<file path="config.mk">
export PLATFORM = sky130hd
export DESIGN_NAME = mem_rw_arbiter_flat
export DESIGN_NICKNAME = d
export VERILOG_FILES = /design/src/rtl/mem_rw_arbiter_if.sv /design/src/rtl/mem_rw_arbiter.sv /design/src/flat_wrapper.sv
export SDC_FILE = /design/constraint.sdc
export NUM_CORES = 1
export LEC_CHECK = 0
export BUFFER_PORTS_ARGS = -buffer_cell sky130_fd_sc_hd__buf_2
export CAP_MARGIN = 20
export CELL_PAD_IN_SITES_DETAIL_PLACEMENT = 0
export CELL_PAD_IN_SITES_GLOBAL_PLACEMENT = 2
export CORE_AREA = 2 2 261 263
export CTS_CLUSTER_SIZE = 14
export DETAILED_ROUTE_END_ITERATION = 16
export DIE_AREA = 0 0 263 265
export GPL_ROUTABILITY_DRIVEN = 0
export GPL_TIMING_DRIVEN = 0
export MAX_ROUTING_LAYER = met4
export PLACE_DENSITY = 0.59
export RECOVER_POWER = 25
export SYNTH_ARGS = -nofsm -noshare
export SYNTH_HDL_FRONTEND = slang
export SYNTH_SLANG_ARGS = --single-unit
</file>
<file path="constraint.sdc">
create_clock -name clock -period 5.2 [get_ports clock]
set_input_delay 0.52 -clock clock [delete_from_list [all_inputs] [get_ports clock]]
set_output_delay 0.52 -clock clock [all_outputs]
set_load 0.02 [all_outputs]
</file>
<file path="src/rtl/mem_rw_arbiter_if.sv">
// Request/response handshakes for both core ports plus the backing-memory strobe bus.
// The arbiter uses the slave view; requesters and the memory helper use the master view.
interface mem_rw_arbiter_if;
  logic        p0_req_valid;
  logic        p0_req_ready;
  logic [63:0] p0_req_addr;
  logic        p0_resp_valid;
  logic        p0_resp_ready;
  logic [63:0] p0_resp_rdata;
  logic        p0_resp_err;

  logic        p1_req_valid;
  logic        p1_req_ready;
  logic        p1_req_wen;
  logic [63:0] p1_req_addr;
  logic [63:0] p1_req_wdata;
  logic [7:0]  p1_req_wstrb;
  logic        p1_resp_valid;
  logic        p1_resp_ready;
  logic [63:0] p1_resp_rdata;
  logic        p1_resp_err;

  logic        mem_r_enable;
  logic [63:0] mem_r_index;
  logic [63:0] mem_r_data;
  logic        mem_w_enable;
  logic [63:0] mem_w_index;
  logic [63:0] mem_w_data;
  logic [63:0] mem_w_mask;

  modport slave (
    input  p0_req_valid, p0_req_addr, p0_resp_ready,
    input  p1_req_valid, p1_req_wen, p1_req_addr, p1_req_wdata, p1_req_wstrb, p1_resp_ready,
    input  mem_r_data,
    output p0_req_ready, p0_resp_valid, p0_resp_rdata, p0_resp_err,
    output p1_req_ready, p1_resp_valid, p1_resp_rdata, p1_resp_err,
    output mem_r_enable, mem_r_index, mem_w_enable, mem_w_index, mem_w_data, mem_w_mask
  );

  modport master (
    output p0_req_valid, p0_req_addr, p0_resp_ready,
    output p1_req_valid, p1_req_wen, p1_req_addr, p1_req_wdata, p1_req_wstrb, p1_resp_ready,
    output mem_r_data,
    input  p0_req_ready, p0_resp_valid, p0_resp_rdata, p0_resp_err,
    input  p1_req_ready, p1_resp_valid, p1_resp_rdata, p1_resp_err,
    input  mem_r_enable, mem_r_index, mem_w_enable, mem_w_index, mem_w_data, mem_w_mask
  );
endinterface

</file>
<file path="src/rtl/mem_rw_arbiter.sv">
// Round-robin two-port controller for the single-port 64-bit backing memory:
// one memory access per transaction, response held until the requester accepts it.
module mem_rw_arbiter #(
  parameter logic [63:0] MEM_BASE  = 64'h0000_0000_8000_0000,
  parameter logic [63:0] MEM_BYTES = 64'h0000_0000_8000_0000
) (
  input  logic             clock,
  input  logic             reset_n,
  mem_rw_arbiter_if.slave  bus
);

  typedef enum logic [1:0] {IDLE, ACCESS, RESP} state_t;

  state_t      state;
  logic        rr_ptr;
  logic        port_q;
  logic        wen_q;
  logic        err_q;
  logic        r_en_q;
  logic        w_en_q;
  logic        resp_valid_q;
  logic [63:0] index_q;
  logic [63:0] wdata_q;
  logic [63:0] mask_q;

  logic        grant0;
  logic        grant1;
  logic [63:0] sel_addr;
  logic [63:0] offset;
  logic        sel_wen;
  logic        in_range;
  logic [63:0] exp_mask;
  logic [63:0] rdata_sel;

  always_comb begin
    grant1   = bus.p1_req_valid & (~bus.p0_req_valid | rr_ptr);
    grant0   = bus.p0_req_valid & ~grant1;
    sel_addr = grant1 ? bus.p1_req_addr : bus.p0_req_addr;
    sel_wen  = grant1 & bus.p1_req_wen;
    offset   = sel_addr - MEM_BASE;
    // Lower bound is tested first, so the offset comparison never sees a wrapped value.
    in_range = (sel_addr >= MEM_BASE) && (offset < MEM_BYTES);
    exp_mask = '0;
    for (int unsigned i = 0; i < 8; i++) begin
      exp_mask[i*8 +: 8] = {8{bus.p1_req_wstrb[i]}};
    end
  end

  // Ready is gated by reset so nothing is granted while reset is held.
  assign bus.p0_req_ready = reset_n & (state == IDLE) & grant0;
  assign bus.p1_req_ready = reset_n & (state == IDLE) & grant1;

  always_ff @(posedge clock or negedge reset_n) begin
    if (!reset_n) begin
      state        <= IDLE;
      rr_ptr       <= 1'b0;
      port_q       <= 1'b0;
      wen_q        <= 1'b0;
      err_q        <= 1'b0;
      r_en_q       <= 1'b0;
      w_en_q       <= 1'b0;
      resp_valid_q <= 1'b0;
      index_q      <= '0;
      wdata_q      <= '0;
      mask_q       <= '0;
    end else begin
      case (state)
        IDLE: begin
          if (grant0 | grant1) begin
            port_q  <= grant1;
            wen_q   <= sel_wen;
            err_q   <= ~in_range;
            index_q <= offset >> 3;
            wdata_q <= grant1 ? bus.p1_req_wdata : '0;
            mask_q  <= grant1 ? exp_mask : '0;
            r_en_q  <= in_range & ~sel_wen;
            w_en_q  <= in_range & sel_wen;
            rr_ptr  <= ~grant1;
            state   <= ACCESS;
          end
        end
        ACCESS: begin
          r_en_q       <= 1'b0;
          w_en_q       <= 1'b0;
          resp_valid_q <= 1'b1;
          state        <= RESP;
        end
        RESP: begin
          if (port_q ? bus.p1_resp_ready : bus.p0_resp_ready) begin
            resp_valid_q <= 1'b0;
            state        <= IDLE;
          end
        end
        default: state <= IDLE;
      endcase
    end
  end

  // Memory read data is registered by the helper, so it is already stable throughout RESP.
  assign rdata_sel = (resp_valid_q & ~wen_q & ~err_q) ? bus.mem_r_data : '0;

  assign bus.p0_resp_valid = resp_valid_q & ~port_q;
  assign bus.p0_resp_rdata = ~port_q ? rdata_sel : '0;
  assign bus.p0_resp_err   = resp_valid_q & ~port_q & err_q;
  assign bus.p1_resp_valid = resp_valid_q & port_q;
  assign bus.p1_resp_rdata = port_q ? rdata_sel : '0;
  assign bus.p1_resp_err   = resp_valid_q & port_q & err_q;

  assign bus.mem_r_enable = r_en_q;
  assign bus.mem_r_index  = index_q;
  assign bus.mem_w_enable = w_en_q;
  assign bus.mem_w_index  = index_q;
  assign bus.mem_w_data   = wdata_q;
  assign bus.mem_w_mask   = mask_q;

endmodule

</file>
<file path="src/flat_wrapper.sv">
// flat-port wrapper written by rule: the top's interface ports become plain ports
module mem_rw_arbiter_flat 
#(
  parameter logic [63:0] MEM_BASE  = 64'h0000_0000_8000_0000,
  parameter logic [63:0] MEM_BYTES = 64'h0000_0000_8000_0000
)
  (clock, reset_n, bus_p0_req_valid, bus_p0_req_addr, bus_p0_resp_ready, bus_p1_req_valid, bus_p1_req_wen, bus_p1_req_addr, bus_p1_req_wdata, bus_p1_req_wstrb, bus_p1_resp_ready, bus_mem_r_data, bus_p0_req_ready, bus_p0_resp_valid, bus_p0_resp_rdata, bus_p0_resp_err, bus_p1_req_ready, bus_p1_resp_valid, bus_p1_resp_rdata, bus_p1_resp_err, bus_mem_r_enable, bus_mem_r_index, bus_mem_w_enable, bus_mem_w_index, bus_mem_w_data, bus_mem_w_mask);
  mem_rw_arbiter_if bus_i ();
  input  logic clock;
  input  logic reset_n;
  input wire logic [$bits(bus_i.p0_req_valid)-1:0] bus_p0_req_valid;
  input wire logic [$bits(bus_i.p0_req_addr)-1:0] bus_p0_req_addr;
  input wire logic [$bits(bus_i.p0_resp_ready)-1:0] bus_p0_resp_ready;
  input wire logic [$bits(bus_i.p1_req_valid)-1:0] bus_p1_req_valid;
  input wire logic [$bits(bus_i.p1_req_wen)-1:0] bus_p1_req_wen;
  input wire logic [$bits(bus_i.p1_req_addr)-1:0] bus_p1_req_addr;
  input wire logic [$bits(bus_i.p1_req_wdata)-1:0] bus_p1_req_wdata;
  input wire logic [$bits(bus_i.p1_req_wstrb)-1:0] bus_p1_req_wstrb;
  input wire logic [$bits(bus_i.p1_resp_ready)-1:0] bus_p1_resp_ready;
  input wire logic [$bits(bus_i.mem_r_data)-1:0] bus_mem_r_data;
  output wire logic [$bits(bus_i.p0_req_ready)-1:0] bus_p0_req_ready;
  output wire logic [$bits(bus_i.p0_resp_valid)-1:0] bus_p0_resp_valid;
  output wire logic [$bits(bus_i.p0_resp_rdata)-1:0] bus_p0_resp_rdata;
  output wire logic [$bits(bus_i.p0_resp_err)-1:0] bus_p0_resp_err;
  output wire logic [$bits(bus_i.p1_req_ready)-1:0] bus_p1_req_ready;
  output wire logic [$bits(bus_i.p1_resp_valid)-1:0] bus_p1_resp_valid;
  output wire logic [$bits(bus_i.p1_resp_rdata)-1:0] bus_p1_resp_rdata;
  output wire logic [$bits(bus_i.p1_resp_err)-1:0] bus_p1_resp_err;
  output wire logic [$bits(bus_i.mem_r_enable)-1:0] bus_mem_r_enable;
  output wire logic [$bits(bus_i.mem_r_index)-1:0] bus_mem_r_index;
  output wire logic [$bits(bus_i.mem_w_enable)-1:0] bus_mem_w_enable;
  output wire logic [$bits(bus_i.mem_w_index)-1:0] bus_mem_w_index;
  output wire logic [$bits(bus_i.mem_w_data)-1:0] bus_mem_w_data;
  output wire logic [$bits(bus_i.mem_w_mask)-1:0] bus_mem_w_mask;
  assign bus_i.p0_req_valid = bus_p0_req_valid;
  assign bus_i.p0_req_addr = bus_p0_req_addr;
  assign bus_i.p0_resp_ready = bus_p0_resp_ready;
  assign bus_i.p1_req_valid = bus_p1_req_valid;
  assign bus_i.p1_req_wen = bus_p1_req_wen;
  assign bus_i.p1_req_addr = bus_p1_req_addr;
  assign bus_i.p1_req_wdata = bus_p1_req_wdata;
  assign bus_i.p1_req_wstrb = bus_p1_req_wstrb;
  assign bus_i.p1_resp_ready = bus_p1_resp_ready;
  assign bus_i.mem_r_data = bus_mem_r_data;
  assign bus_p0_req_ready = bus_i.p0_req_ready;
  assign bus_p0_resp_valid = bus_i.p0_resp_valid;
  assign bus_p0_resp_rdata = bus_i.p0_resp_rdata;
  assign bus_p0_resp_err = bus_i.p0_resp_err;
  assign bus_p1_req_ready = bus_i.p1_req_ready;
  assign bus_p1_resp_valid = bus_i.p1_resp_valid;
  assign bus_p1_resp_rdata = bus_i.p1_resp_rdata;
  assign bus_p1_resp_err = bus_i.p1_resp_err;
  assign bus_mem_r_enable = bus_i.mem_r_enable;
  assign bus_mem_r_index = bus_i.mem_r_index;
  assign bus_mem_w_enable = bus_i.mem_w_enable;
  assign bus_mem_w_index = bus_i.mem_w_index;
  assign bus_mem_w_data = bus_i.mem_w_data;
  assign bus_mem_w_mask = bus_i.mem_w_mask;
  mem_rw_arbiter #(.MEM_BASE(MEM_BASE), .MEM_BYTES(MEM_BYTES)) u_core (.clock(clock), .reset_n(reset_n), .bus(bus_i));
endmodule
</file>
==> results of run 1 <==
## cell usage in the layout, fill, tap and decap left out, drive strengths merged, types with 4 or more instances in the layout
cell / instances
a2111oi: 5
a21o: 6
a21oi: 23
a22o: 72
a31oi: 34
and2: 133
buf: 742
clkbuf: 107
clkinv: 4
conb: 6
dfrtp: 142
diode: 8
inv: 10
mux2: 6
mux2i: 15
nand2: 142
nand3: 8
nand3b: 4
nand4: 5
nor2: 60
nor3: 11
nor4: 13
o21ai: 29
or2: 4
or3: 7
or4: 14
xnor2: 5
## metal layers
layer / part of all wire / wire [um] / global-route usage
met1: 0.41 / 23100 / 0.186
met2: 0.51 / 28600 / 0.280
met3: 0.062 / 3500 / 0.0371
met4: 0.014 / 795 / 0.0398
met5: 0 / 0 / -
## worst min path at each step
stage / startpoint / to / slack (ps) / cells past startpoint
floorplan: reset_n / u_core.bus.mem_r_enable$_DFFE_PN0P_ / 220 / 0
global placement: u_core.bus.mem_w_data[1]$_DFFE_PN0P_ / u_core.bus.mem_w_data[1]$_DFFE_PN0P_ / 480 / 1
detailed placement: reset_n / u_core.bus.mem_r_index[37]$_DFFE_PN0P_ / 450 / 1
CTS: bus_p1_req_wdata[5] / u_core.bus.mem_w_data[5]$_DFFE_PN0P_ / 220 / 2
global route: bus_p1_req_wdata[13] / u_core.bus.mem_w_data[13]$_DFFE_PN0P_ / 240 / 2
finish: bus_p1_req_wdata[37] / u_core.bus.mem_w_data[37]$_DFFE_PN0P_ / 270 / 2
## repair_timing
action | in CTS | in global routing
endpoints found under the setup margin | 3 | 3
gates cloned | 0 | 0
resized for setup | 6 | 3
hold buffers | 1 | 0
hold endpoints to repair | 40 | 0
## worst reg2reg max path, delay by kind of cell, from the launching register on
kind / cells / cell delay (ps)
DFF: 1 / 380
buffers and inverters: 4 / 1480
AOI/OAI and AO/OA: 3 / 930
and+or+nand+nor: 6 / 1510
adders and majority gates: 1 / 340
## cell usage after synthesis, types with 8 or more instances
cell type	number
dfrtp_1	142
nand2_1	142
and2_1	133
buf_4	123
a22o_1	72
nor2_1	60
clkbuf_1	52
a31oi_1	34
o21ai_0	26
a21oi_1	23
mux2i_1	14
nor3_1	11
nor4_1	11
or4_1	11
nand3_1	8
## cell type report
class | instances | share of cell area
Timing Repair Buffer | 652 | 0.237
Antenna cell | 8 | 0.00146
Buffer | 181 | 0.0841
Clock inverter | 15 | 0.0138
Multi-Input combinational cell | 658 | 0.293
Clock buffer | 17 | 0.0311
Tap cell | 873 | 0.0798
Sequential cell | 142 | 0.259
Inverter | 1 | 0.000274
## kinds of logic after synthesis
kind of cell	Yosys count
other	1
xor gates and xnor gates	8
muxes	21
buffers and inverters	185
AOI/OAI and AO/OA	205
adders and majority gates	1
DFF	142
and+or+nand+nor	417
## report_power, final
part           total [mW]  internal, mW  switching (mW)  leakage (nW)
sequential           2.11          1.57           0.533          1.76
clock                1.31         0.693           0.612         0.299
combinational        4.03          1.53            2.50          5.10
## flip-flops by register name, summed over array words and instances, names as in the netlist
register                 flops
u_core.bus.mem_r_enable      1
u_core.err_q                 1
u_core.bus.mem_w_mask        8
u_core.port_q                1
u_core.state                 2
u_core.wen_q                 1
u_core.bus.mem_w_data       64
u_core.rr_ptr                1
u_core.bus.mem_w_enable      1
u_core.bus.mem_r_index      61
u_core.resp_valid_q          1
## through the flow
step,hold slack (ps),util
after floorplan,224,-
after global placement,481,0.195
after detailed placement,447,0.196
after CTS,220,0.206
after global routing,237,0.205
final,266,0.205
==> results_dict.tcl, run 1 <==
set metrics [dict create \
    ys_async_sr_fraction 1.00 \
    synth_top_family_by_area "simple AND/OR/NAND/NOR gates" \
    cp.depth 14 \
    pin_count 663 \
    finalMaxSlewViolations 41 \
    cts.sink_count 142 \
    reg2reg_depth 14 \
    synth_edf_count 0 \
    fillers 7564 \
    h-tree-depth 4 \
    yosysUniqueCellTypes 68 \
    ys_seq_area_frac 0.409 \
    violations "capacitance limit, slew limit" \
    worst_path_dominant_cell_family "simple AND/OR/NAND/NOR gates" \
    initial_core_util 0.130 \
    antenna_left 0 \
    pre_cts_ws_ps -1720 \
    yosys.area_share.simple 0.248 \
    synth_adder_area_share 0.00144 \
    reg2reg_to "u_core.err_q$_DFFE_PN0P_" \
    fin_tns_setup_ps 0 \
    clkTransAtPathRegs_ps 70 \
    regToRegStartpoint "u_core.rr_ptr$_DFFE_PN0P_" \
    layout_setup_ws_ps 434 \
    grt_pass1_wl_um 77300 \
    yosysTopAreaCell "dfrtp_1" \
    startpoint "u_core.rr_ptr$_DFFE_PN0P_" \
    ys.flop_type "dfrtp_1" \
    p_leak_nw 7.15 \
    synth-xor-area-share 0.00806 \
    r2r_setup_slack_ps 430 \
    clk_latency_ps 480 \
    finalPower_mw 7.44 \
    slowest_delay_ps 500 \
    vdd.ir_drop.worst_mv 0.241 \
    vias 10000 \
    syn_area_per_cell_um2 8.87 \
    power.density_nw_per_um2 544 \
    synth.cell_area_um2 8690 \
    min_period_ps 4770 \
    layout.nets 1925 \
    arrival_ps 5110 \
    grt_pass1_vias 9962 \
    die_w_um 263 \
    wl_per_cell_um 22.0 \
    cts_buffers 17 \
    fin_skew_ps 30.9 \
    rsz0062_at_grt "false" \
    critPathRequiredTime_ps 5540 \
    fin_cells 2547 \
    fmax_mhz 210 \
    critPathBufInv 4 \
    first_pass_iters 5 \
    path_class "register to register" \
    grt_start_max_net_pins 105 \
    grt.overflow.total 0 \
    die-area_um2 69700 \
    antenna_found_initial 13 \
    rows 95 \
    yosys-top-cells-area "dfrtp_1 (41%), buf_4 (11%), and2_1 (9.6%)" \
    syn_to_final_growth_pct 57.6 \
    synth_compound_area_frac 0.173 \
    die_h_um 265 \
    grt_usage 0.161 \
    fin_area_um2 13700 \
    ys_ff_latch 142 \
    cts_buffer_depth 2 \
    tightestPinTransition_ps 2760 \
    cap_violations 1 \
    core_um2 66800 \
    hold_class "primary input to register" \
    drt-total-wl_um 56000 \
    seq_area_um2 3550 \
    slowest_stage "buf_4" \
    fin_crit_sh 0.917 \
    drtIter0Drc 598 \
    crit_path_frequent_cell "nand2_1" \
    end_kind "register" \
    path_cells "nand2b_1 -> clkbuf_2 -> nand2_1 -> buf_2 -> buf_4 -> buf_2 -> nand2_1 -> nand2_1 -> ha_1 -> a2111oi_0 -> o2111ai_1 -> nor4_2 -> nand4_1 -> o22a_1" \
    crit_fanout 28 \
    slew-limit-headroom -0.841 \
    synth_cells 980 \
    endpoint "u_core.err_q$_DFFE_PN0P_" \
    hold_viol_final 0 \
    placed_area_um2 13100 \
    drc 0 \
    startpoint_type "register" \
    port_buffers 649 \
    synth_mux_area_frac 0.0265 \
    drive_gt1_frac 0.477 \
    setup_viol 0 \
    cts_setup_buffers 0 \
    yosys_warnings 0 \
    root_buffer "clkbuf_16" \
    viasPerCell 3.94 \
    multi_input_area_um2 4010 \
    outcome "finished with violations" \
    yosysTopAreaCellShare 0.409 \
    hpwl_um 47600 \
    cts_tree "yes" \
    placedCellCount 2509 \
]
No activity file was read; power rests on OpenSTA's default activity.
==> run 2, diff against run 1 <==
--- a/config.mk
+++ b/config.mk
@@ -7,2 +7,3 @@
 export LEC_CHECK = 0
+export ABC_AREA = 0
 export BUFFER_PORTS_ARGS = -buffer_cell sky130_fd_sc_hd__buf_2
@@ -15,3 +16,2 @@
 export DIE_AREA = 0 0 263 265
-export GPL_ROUTABILITY_DRIVEN = 0
 export GPL_TIMING_DRIVEN = 0
--- a/constraint.sdc
+++ b/constraint.sdc
@@ -3,2 +3,2 @@
 set_output_delay 0.52 -clock clock [all_outputs]
-set_load 0.02 [all_outputs]
+set_load 0.005 [all_outputs]
==> run 2 against run 1 <==
  * The flow still finishes with violations (capacitance limit, slew limit)
  * Design area increased by 0.19%
  * Clock power about the same
  * Hold slack got worse by 11 ps
  * First-iteration DRC count decreased by 0.67%
  * Sequential share of layout area about the same
  * Highest routed layer unchanged
  * Critical path type unchanged
  * Critical endpoint unchanged
  * Via count decreased by 0.12%
  * Power decreased by 14%
  * Fmax decreased by 0.75%
  * Critical path depth decreased by 1
  * Setup slack got worse by 36 ps
==> results_dict.tcl, run 2 (synthesis gave the netlist of run 1 again) <==
set metrics [dict create \
    outcome "finished with violations" \
    violations "capacitance limit, slew limit" \
    slowest_delay_ps 490 \
    holdCritStartpoint "bus_p1_req_wdata[53]" \
    die-area_um2 69700 \
    min_to "u_core.bus.mem_w_data[53]$_DFFE_PN0P_" \
    grt_pass1_vias 10000 \
    hold_viol_final 0 \
    reg2reg_depth 13 \
    hpwl_um 48100 \
    place_congestion 0.885 \
    vdd.ir_drop.worst_mv 0.286 \
    cap_violations 1 \
    drc 0 \
    cts_tree "yes" \
    hold_class "primary input to register" \
    core_um2 66800 \
    power.density_nw_per_um2 469 \
    cts.sink_count 142 \
    crit_path_frequent_cell "clkbuf_2" \
    fillers 7546 \
    clk_latency_ps 480 \
    drtIter0Drc 594 \
    slowest_stage "clkdlybuf4s15_2" \
    postLayoutCoreUtil 0.205 \
    most-common-layout-cells "buf_2 (621), dfrtp_1 (142), nand2_1 (141)" \
    pin_count 663 \
    fin_skew_ps 12.7 \
    first_pass_iters 5 \
    drt-total-wl_um 56600 \
    die_w_um 263 \
    grt.overflow.total 0 \
    rows 95 \
    port_buffers 649 \
    path_class "register to register" \
    clkTransAtPathRegs_ps 80 \
    hold_depth 2 \
    rsz0062_at_grt "false" \
    grt_usage 0.163 \
    finalMaxSlewViolations 84 \
    drive_gt1_frac 0.484 \
    crit_fanout 19 \
    finalPower_mw 6.43 \
    grt_pass1_wl_um 78500 \
    setup_viol 0 \
    die_h_um 265 \
    syn_to_final_growth_pct 57.9 \
    h-tree-depth 4 \
    root_buffer "clkbuf_16" \
    tightestPinTransition_ps 2260 \
    grt_start_max_net_pins 84 \
    slew-limit-headroom -0.506 \
    layout_commonest_cell "buf_2" \
    fin_area_um2 13700 \
    p_leak_nw 7.20 \
    viasPerCell 3.93 \
    multi_input_area_um2 4010 \
    end_kind "register" \
    cts_buffers 17 \
    arrival_ps 5160 \
    fin_crit_sh 0.924 \
    regToRegStartpoint "u_core.rr_ptr$_DFFE_PN0P_" \
    placedCellCount 2510 \
    cts_setup_buffers 0 \
    fmax_mhz 208 \
    startpoint_type "register" \
    min_period_ps 4800 \
    initial_core_util 0.130 \
    layout.nets 1927 \
    path_cells "nand2b_1 -> clkbuf_2 -> nand2_2 -> clkbuf_2 -> clkbuf_8 -> clkdlybuf4s15_2 -> mux2i_1 -> ha_1 -> a2111oi_0 -> o2111ai_1 -> nor4_1 -> nand4_1 -> o22a_1" \
    critPathRequiredTime_ps 5560 \
    r2r_setup_slack_ps 400 \
    antenna_left 0 \
    placed_area_um2 13100 \
    cts_buffer_depth 2 \
    seq_area_um2 3550 \
    antenna_found_initial 17 \
    wl_per_cell_um 22.2 \
    vias 10000 \
    largest_reg_flops 64 \
    reg2reg_to "u_core.err_q$_DFFE_PN0P_" \
    fin_cells 2549 \
]
## run 2: metal layers
metal | vias to the layer above | wire length (um) | global-route usage
met2 | 472 | 28300 | 0.278
met1 | 4818 | 23700 | 0.193
met5 | - | 0 | -
met3 | 48 | 3370 | 0.0374
li1 | 4675 | - | -
met4 | 0 | 1290 | 0.0459
## run 2: worst max-delay path, delay by kind of cell, from the launching register on
family	cells	cell delay (ps)
buf+inv	4	1430
simple gates	4	1250
compound gates	3	970
flops	1	380
fa+ha+maj	1	340
mux	1	290
## run 2: worst max path at each step
stage,startpoint,to,depth (start not counted)
final,u_core.rr_ptr$_DFFE_PN0P_,u_core.err_q$_DFFE_PN0P_,13
after global routing,u_core.rr_ptr$_DFFE_PN0P_,u_core.err_q$_DFFE_PN0P_,13
after CTS,u_core.rr_ptr$_DFFE_PN0P_,u_core.err_q$_DFFE_PN0P_,13
after detailed placement,bus_p0_req_valid,u_core.err_q$_DFFE_PN0P_,15
after global placement,bus_p0_req_valid,u_core.err_q$_DFFE_PN0P_,15
after floorplan,bus_p0_req_valid,u_core.err_q$_DFFE_PN0P_,14
## run 2: where the power goes
| group | switching (mW) | total, mW | internal (mW) |
|---|---|---|---|
| combinational | 1.50 | 3.02 | 1.52 |
| clock | 0.647 | 1.30 | 0.655 |
| sequential | 0.534 | 2.11 | 1.57 |
## run 2: timing repair
action / 4_1_cts / 5_1_grt
gates resized for setup: 7 / 2
hold buffers: 1 / 0
endpoints found under the hold margin: 37 / 0
endpoints found under the setup margin: 3 / 3
## run 2: final cells by class
| cell class | count | area share |
|---|---|---|
| inverters | 1 | 0.000274 |
| clock inverters | 15 | 0.0140 |
| diodes | 8 | 0.00146 |
| clock buffers | 17 | 0.0310 |
| flip-flops and latches | 142 | 0.259 |
| repair buffers | 653 | 0.237 |
| plain buffers | 182 | 0.0854 |
| well taps | 873 | 0.0796 |
| multi-input cells | 658 | 0.292 |
## run 2: per-stage QoR
stage | setup WS, ps | hold WS (ps) | setup TNS [ps]
6_report | 398 | 255 | 0
5_1_grt | 8.64 | 224 | 0
2_1_floorplan | 1260 | 224 | 0
3_5_place_dp | -1800 | 476 | -5300
3_3_place_gp | -1900 | 481 | -5650
4_1_cts | 80.7 | 214 | 0
